[src/rtl/cla_add_scheduler.sv]
// ---------------------------------------------------------------------------
// cla_add_scheduler
//
// Purpose: round-robin front end that shares one free-running, pipelined
// carry-lookahead adder among NUM_REQ requesters. At most one operand pair is
// accepted per cycle. A {valid, id} tag pipeline that matches the adder
// latency pairs each registered adder result with the requester that issued
// it. A drain/halt sequence lets software quiesce the adder.
//
// Ports:
//   clock, reset          rising-edge clock, synchronous active-high reset
//   req_valid/req_ready   per-requester handshake; req_ready is one-hot or zero
//   req_a/req_b           packed operands, requester i owns [i*WIDTH +: WIDTH]
//   add_a/add_b           operands to the external adder (zero when idle)
//   add_s/add_c           registered sum / carry from the external adder
//   rsp_valid/rsp_id      single-cycle result strobe and the requester index
//   rsp_sum/rsp_cout      adder sum and carry, passed straight through
//   drain_req             level request to stop issuing
//   drain_done            halted with an empty pipeline
//   busy                  at least one tag in flight
//   stat_sel/stat_count   (CLA_SCHED_STATS_EN only) read port for the
//                         per-requester 16-bit saturating grant counters
//
// Build option: define CLA_SCHED_STATS_EN to add the grant counters and
// their stat_sel/stat_count ports.
//
// state   | meaning
// --------+-----------------------------------------------------------
// RUN     | arbitration enabled, one grant per cycle
// DRAIN   | grants blocked, waiting for in-flight tags to retire
// HALTED  | grants blocked, pipeline empty, drain_done asserted
// ---------------------------------------------------------------------------
module cla_add_scheduler #(
  parameter int NUM_REQ     = 4,
  parameter int WIDTH       = 32,
  parameter int ADD_LATENCY = 2,
  parameter int ID_W        = 2
) (
  input  logic                     clock,
  input  logic                     reset,
  input  logic [NUM_REQ-1:0]       req_valid,
  output logic [NUM_REQ-1:0]       req_ready,
  input  logic [NUM_REQ*WIDTH-1:0] req_a,
  input  logic [NUM_REQ*WIDTH-1:0] req_b,
  output logic [WIDTH-1:0]         add_a,
  output logic [WIDTH-1:0]         add_b,
  input  logic [WIDTH-1:0]         add_s,
  input  logic                     add_c,
  output logic                     rsp_valid,
  output logic [ID_W-1:0]          rsp_id,
  output logic [WIDTH-1:0]         rsp_sum,
  output logic                     rsp_cout,
  input  logic                     drain_req,
  output logic                     drain_done,
  output logic                     busy
`ifdef CLA_SCHED_STATS_EN
  ,
  input  logic [ID_W-1:0]          stat_sel,
  output logic [15:0]              stat_count
`endif
);

  // One extra bit so pointer + offset never overflows before the wrap fix-up.
  localparam int CAND_W = ID_W + 1;

  typedef enum logic [1:0] {
    ST_RUN    = 2'd0,
    ST_DRAIN  = 2'd1,
    ST_HALTED = 2'd2
  } state_t;

  state_t                  state_q, state_d;
  logic [ID_W-1:0]         rr_ptr_q;
  logic [ADD_LATENCY-1:0]  tag_vld_q;
  logic [ID_W-1:0]         tag_id_q [ADD_LATENCY];

  logic                    grant_any;
  logic [ID_W-1:0]         winner;
  logic [CAND_W-1:0]       cand;
  logic                    handshake;
  logic [ID_W-1:0]         ptr_next;

  // -------------------------------------------------------------------------
  // Round-robin arbitration. Grants are also suppressed while reset is high
  // so nothing reaches the adder during the reset cycle itself.
  // -------------------------------------------------------------------------
  always_comb begin
    grant_any = 1'b0;
    winner    = '0;
    cand      = '0;
    if ((state_q == ST_RUN) && !reset) begin
      for (int k = 0; k < NUM_REQ; k++) begin
        cand = {1'b0, rr_ptr_q} + CAND_W'(k);
        if (cand >= CAND_W'(NUM_REQ)) begin
          cand = cand - CAND_W'(NUM_REQ);
        end
        if (!grant_any && req_valid[cand[ID_W-1:0]]) begin
          grant_any = 1'b1;
          winner    = cand[ID_W-1:0];
        end
      end
    end
  end

  assign req_ready = grant_any ? (NUM_REQ'(1) << winner) : '0;
  assign handshake = |(req_valid & req_ready);
  assign ptr_next  = (winner == ID_W'(NUM_REQ - 1)) ? '0 : winner + ID_W'(1);

  // Idle cycles present 0+0; the tag valid of that slot stays 0.
  assign add_a = grant_any ? req_a[int'(winner)*WIDTH +: WIDTH] : '0;
  assign add_b = grant_any ? req_b[int'(winner)*WIDTH +: WIDTH] : '0;

  always_ff @(posedge clock) begin
    if (reset) begin
      rr_ptr_q <= '0;
    end else if (handshake) begin
      rr_ptr_q <= ptr_next;
    end
  end

  // -------------------------------------------------------------------------
  // Tag pipeline, one stage per adder stage, never stalls.
  // -------------------------------------------------------------------------
  always_ff @(posedge clock) begin
    if (reset) begin
      tag_vld_q <= '0;
      for (int i = 0; i < ADD_LATENCY; i++) begin
        tag_id_q[i] <= '0;
      end
    end else begin
      tag_vld_q[0] <= handshake;
      tag_id_q[0]  <= winner;
      for (int i = 1; i < ADD_LATENCY; i++) begin
        tag_vld_q[i] <= tag_vld_q[i-1];
        tag_id_q[i]  <= tag_id_q[i-1];
      end
    end
  end

  assign busy      = |tag_vld_q;
  assign rsp_valid = tag_vld_q[ADD_LATENCY-1];
  assign rsp_id    = tag_id_q[ADD_LATENCY-1];
  assign rsp_sum   = add_s;
  assign rsp_cout  = add_c;

  // -------------------------------------------------------------------------
  // Drain / halt sequencing
  // -------------------------------------------------------------------------
  always_ff @(posedge clock) begin
    if (reset) begin
      state_q <= ST_RUN;
    end else begin
      state_q <= state_d;
    end
  end

  always_comb begin
    state_d    = state_q;
    drain_done = 1'b0;
    case (state_q)
      ST_RUN: begin
        if (drain_req) begin
          state_d = ST_DRAIN;
        end
      end
      ST_DRAIN: begin
        // A drain is always completed, even if drain_req drops meanwhile.
        if (!busy) begin
          state_d = ST_HALTED;
        end
      end
      ST_HALTED: begin
        drain_done = !busy;
        if (!drain_req) begin
          state_d = ST_RUN;
        end
      end
      default: begin
        state_d = ST_RUN;
      end
    endcase
  end

`ifdef CLA_SCHED_STATS_EN
  // -------------------------------------------------------------------------
  // Per-requester saturating grant counters
  // -------------------------------------------------------------------------
  logic [15:0] stat_cnt_q [NUM_REQ];

  always_ff @(posedge clock) begin
    if (reset) begin
      for (int i = 0; i < NUM_REQ; i++) begin
        stat_cnt_q[i] <= '0;
      end
    end else if (handshake && (stat_cnt_q[winner] != 16'hFFFF)) begin
      stat_cnt_q[winner] <= stat_cnt_q[winner] + 16'd1;
    end
  end

  assign stat_count = (int'(stat_sel) < NUM_REQ) ? stat_cnt_q[stat_sel] : '0;
`endif

endmodule

[config.mk]
export PLATFORM = sky130hd
export DESIGN_NAME = cla_add_scheduler
export DESIGN_NICKNAME = d
export VERILOG_FILES = /design/src/rtl/cla_add_scheduler.sv
export SDC_FILE = /design/constraint.sdc
export NUM_CORES = 1
export LEC_CHECK = 0
export ABC_CLOCK_PERIOD_IN_PS = 6350
export BUFFER_PORTS_ARGS = -buffer_cell sky130_fd_sc_hd__buf_2
export CAP_MARGIN = 10
export CORE_AREA = 4 4 155 157
export DETAILED_ROUTE_END_ITERATION = 8
export DIE_AREA = 0 0 159 161
export HOLD_SLACK_MARGIN = 0.02
export PLACE_DENSITY = 0.36
export SLEW_MARGIN = 0
export SYNTH_ARGS = -nofsm -noshare
export SYNTH_HDL_FRONTEND = slang
export SYNTH_SLANG_ARGS = --single-unit
[constraint.sdc]
create_clock -name clock -period 6.35 [get_ports clock]
set_clock_uncertainty 0.15 [all_clocks]
set_input_delay 0.3175 -clock clock [delete_from_list [all_inputs] [get_ports clock]]
set_output_delay 0.3175 -clock clock [all_outputs]
set_load 0.01 [all_outputs]
==> run metrics <==
Synth Net Count 607; total I/O pin count 402; Ys Warns 0; Worst Hold Endpoint tag_vld_q[1]; LEAKAGE 2.25 nW; grt ovf 0; reg2reg end rr_ptr_q[1]; Worst Hold Depth 2; internal power 0.413 mW; first-pass GRT wire length 20400 um; Post-Syn Area 0.00262 mm^2; starting density of the core 11.6%; width of the chip 159 um; initial antenna violation count 0; post_cts resized 0; largest cells by area after synthesis mux2i_1 50%, o22ai_1 15%, buf_4 12%; Reg2Reg Depth 9; Synth Flop Type dfxtp_1; Net Sw Frac 42.9%; kind of critical path flip-flop to flip-flop; Worst slew margin 53.0%; Via density 3.98; CP most frequent cell nand2_1; DIE HEIGHT 161 um; status complete, no violations; Post-synth top cells 130 x mux2i_1, 64 x o22ai_1, 41 x buf_4; Worst Setup End Kind flip-flop; Root Buffer clkbuf_16; # DRC 0; core area 0.0225 mm^2; #FFs+latches synth 10; Nets 891; final instance area 0.00437 mm^2; critical path data arrival time 3210 ps; number of synthesized flops with an enable pin 0; async set-reset flop share out of synthesis 0%; post-synth top area cell mux2i_1; vias 3493; hold path start reset; Final HPWL DP 11600 um; Fin. Hold Viols 0; Ant. Diodes 0; crit-path cells nand2_1 > a221o_1 > and3_1 > inv_2 > ha_1 > a221oi_1 > or4b_1 > nand2_1 > mux2_1; gpl congestion 0.781; Area growth, synth to finish 66.8%; Clk Latency, worst-skew pair 240 ps; Reg power frac 10.8%; CP Max Fanout 30; VDD IR max 0.0877 mV; die area 0.0256 mm^2; number of global-route vias before repair 3676; max cap viols 0; Comb pwr share 72.1%; DP Area 0.00428 mm^2; CP max stage cell or4b_1; largest net degree at the start of global routing 40; Sink Count 10; 1st-iter DRT viols 105; setup bufs post-CTS 0; max incr delay on CP 540 ps; 1st-pass router iterations 6; syn_area_per_cell 8.45 um^2; area fraction of the dominant cell type after synthesis 49.7%; Clock Power Share 17.1%; Setup TNS 0 ps; CTS clock-pin slew for the worst setup and hold paths 40 ps; final setup vio count 0; Clock Tree Buf Depth 2; Total Routing Usage GR 9.74%; post-layout min period 3230 ps; Routed Wire Length 14000 um; share of cells above drive strength 1 59.2%; worst r2r src rr_ptr_q[1]; fin util 19.4%; Net Switching 0.310 mW; fin crit share 50.9%; TritonCTS Buffers 3; P per Cell Area 166 mW/mm^2; CTS tree done; routed length per instance 15.9 um; Cells after Synth 310; Seq/Total Area, Yosys 7.64%; count of pins over their slew limit 0; worst endpoint required time 6320 ps; H-tree lvl count 1; # rows 55; RSZ-0062 raised after global routing false; setup slack, reg-to-reg 3120 ps; hold_buf cts 0; Max Clk Rate 309 MHz; I/O Buffers 335; most numerous cell in the Yosys netlist mux2i_1; FILL cells 2581; worst hold path type primary input to flip-flop; Setup crit start kind flip-flop; Synth cell types 31; ANT nets after route 0; Worst-Margin Slew 705 ps
[cell usage in the layout (no fill, tap or decap)]
cell / Yosys / final
buf_2: 8 / 335
mux2i_1: 130 / 130
o22ai_1: 64 / 64
dfxtp_1: 10 / 10
nor2_1: 7 / 7
nor2b_1: 6 / 6
buf_4: 41 / 6
nand2_1: 5 / 4
nor3_1: 3 / 3
clkbuf_16: 0 / 3
a21oi_1: 2 / 2
inv_2: 2 / 2
and2_1: 2 / 2
nand2b_1: 1 / 1
nor4b_4: 1 / 1
inv_1: 1 / 1
a221o_1: 1 / 1
o21bai_1: 1 / 1
o41a_1: 1 / 1
nand2_2: 0 / 1
and3_1: 1 / 1
nor3_4: 0 / 1
or2_2: 1 / 1
nor3b_1: 1 / 1
a221oi_1: 1 / 1
nand4bb_1: 1 / 1
o31ai_1: 1 / 1
or4b_1: 1 / 1
mux2_1: 1 / 1
a311oi_1: 1 / 1
ha_1: 1 / 1
clkbuf_8: 0 / 1
[registers in the layout, indices dropped and copies added (netlist names)]
signal	count
rr_ptr_q	2
state_q	2
tag_id_q	4
tag_vld_q	2
[per-stage QoR]
stage          power [mW]  std cells  setup slack [ps]  hold slack [ps]
6_report            0.723        878              3120              215
5_1_grt             0.777        878              2890              227
4_1_cts             0.734        878              3100              228
3_5_place_dp        0.607        874              2990              276
3_3_place_gp        0.613        874              2980              276
2_1_floorplan       0.421        310              3530              239
[layout make-up]
class                      count  area, um^2  area share, %
clock buffer                   4        88.8           2.03
inverter                       3        11.3          0.258
sequential                    10         200           4.58
multi-input combinational    235        1990           45.5
timing repair buffer         341        1720           39.4
tap                          285         357           8.16
[critical path, delay by kind of cell (launching register included)]
kind,cells,cell delay (ps)
and+or+nand+nor,4,980
buffers and inverters,1,470
AOI/OAI and AO/OA,2,430
DFF,1,420
adders and majority gates,1,340
muxes,1,320
[layer usage]
layer | GRT usage (%) | part of all wire, % | up-vias | routed length, um
li1 | - | - | 1727 | -
met1 | 11.4 | 38 | 1536 | 5380
met2 | 18.0 | 51 | 202 | 7150
met3 | 1.86 | 7.4 | 28 | 1040
met4 | 2.80 | 3.0 | 0 | 416
met5 | 0 | 0 | - | 0
[worst max path at each step]
stage / to / cells after the start / slack [ps] / start
2_1_floorplan: rr_ptr_q[1] / 9 / 3530 / req_valid[0]
3_3_place_gp: rr_ptr_q[1] / 9 / 2980 / req_valid[0]
3_5_place_dp: rr_ptr_q[1] / 9 / 2990 / req_valid[0]
4_1_cts: rr_ptr_q[1] / 9 / 3100 / rr_ptr_q[1]
5_1_grt: rr_ptr_q[1] / 9 / 2890 / rr_ptr_q[1]
6_report: rr_ptr_q[1] / 9 / 3120 / rr_ptr_q[1]
[kinds of logic after synthesis]
group | synth area share, %
buf+inv | 16.7
flops | 7.64
fa+ha+maj | 0.478
compound gates | 17.7
mux | 50.1
simple gates | 7.31
[power by group through the flow]
| stage | logic, mW | registers [mW] | clock network (mW) |
|---|---|---|---|
| floorplan | 0.343 | 0.0781 | 0 |
| global placement | 0.533 | 0.0796 | 0 |
| detailed placement | 0.528 | 0.0793 | 0 |
| CTS | 0.530 | 0.0782 | 0.126 |
| global route | 0.569 | 0.0795 | 0.129 |
| finish | 0.521 | 0.0784 | 0.124 |
Note: power is estimated with default switching activity, not from simulation.
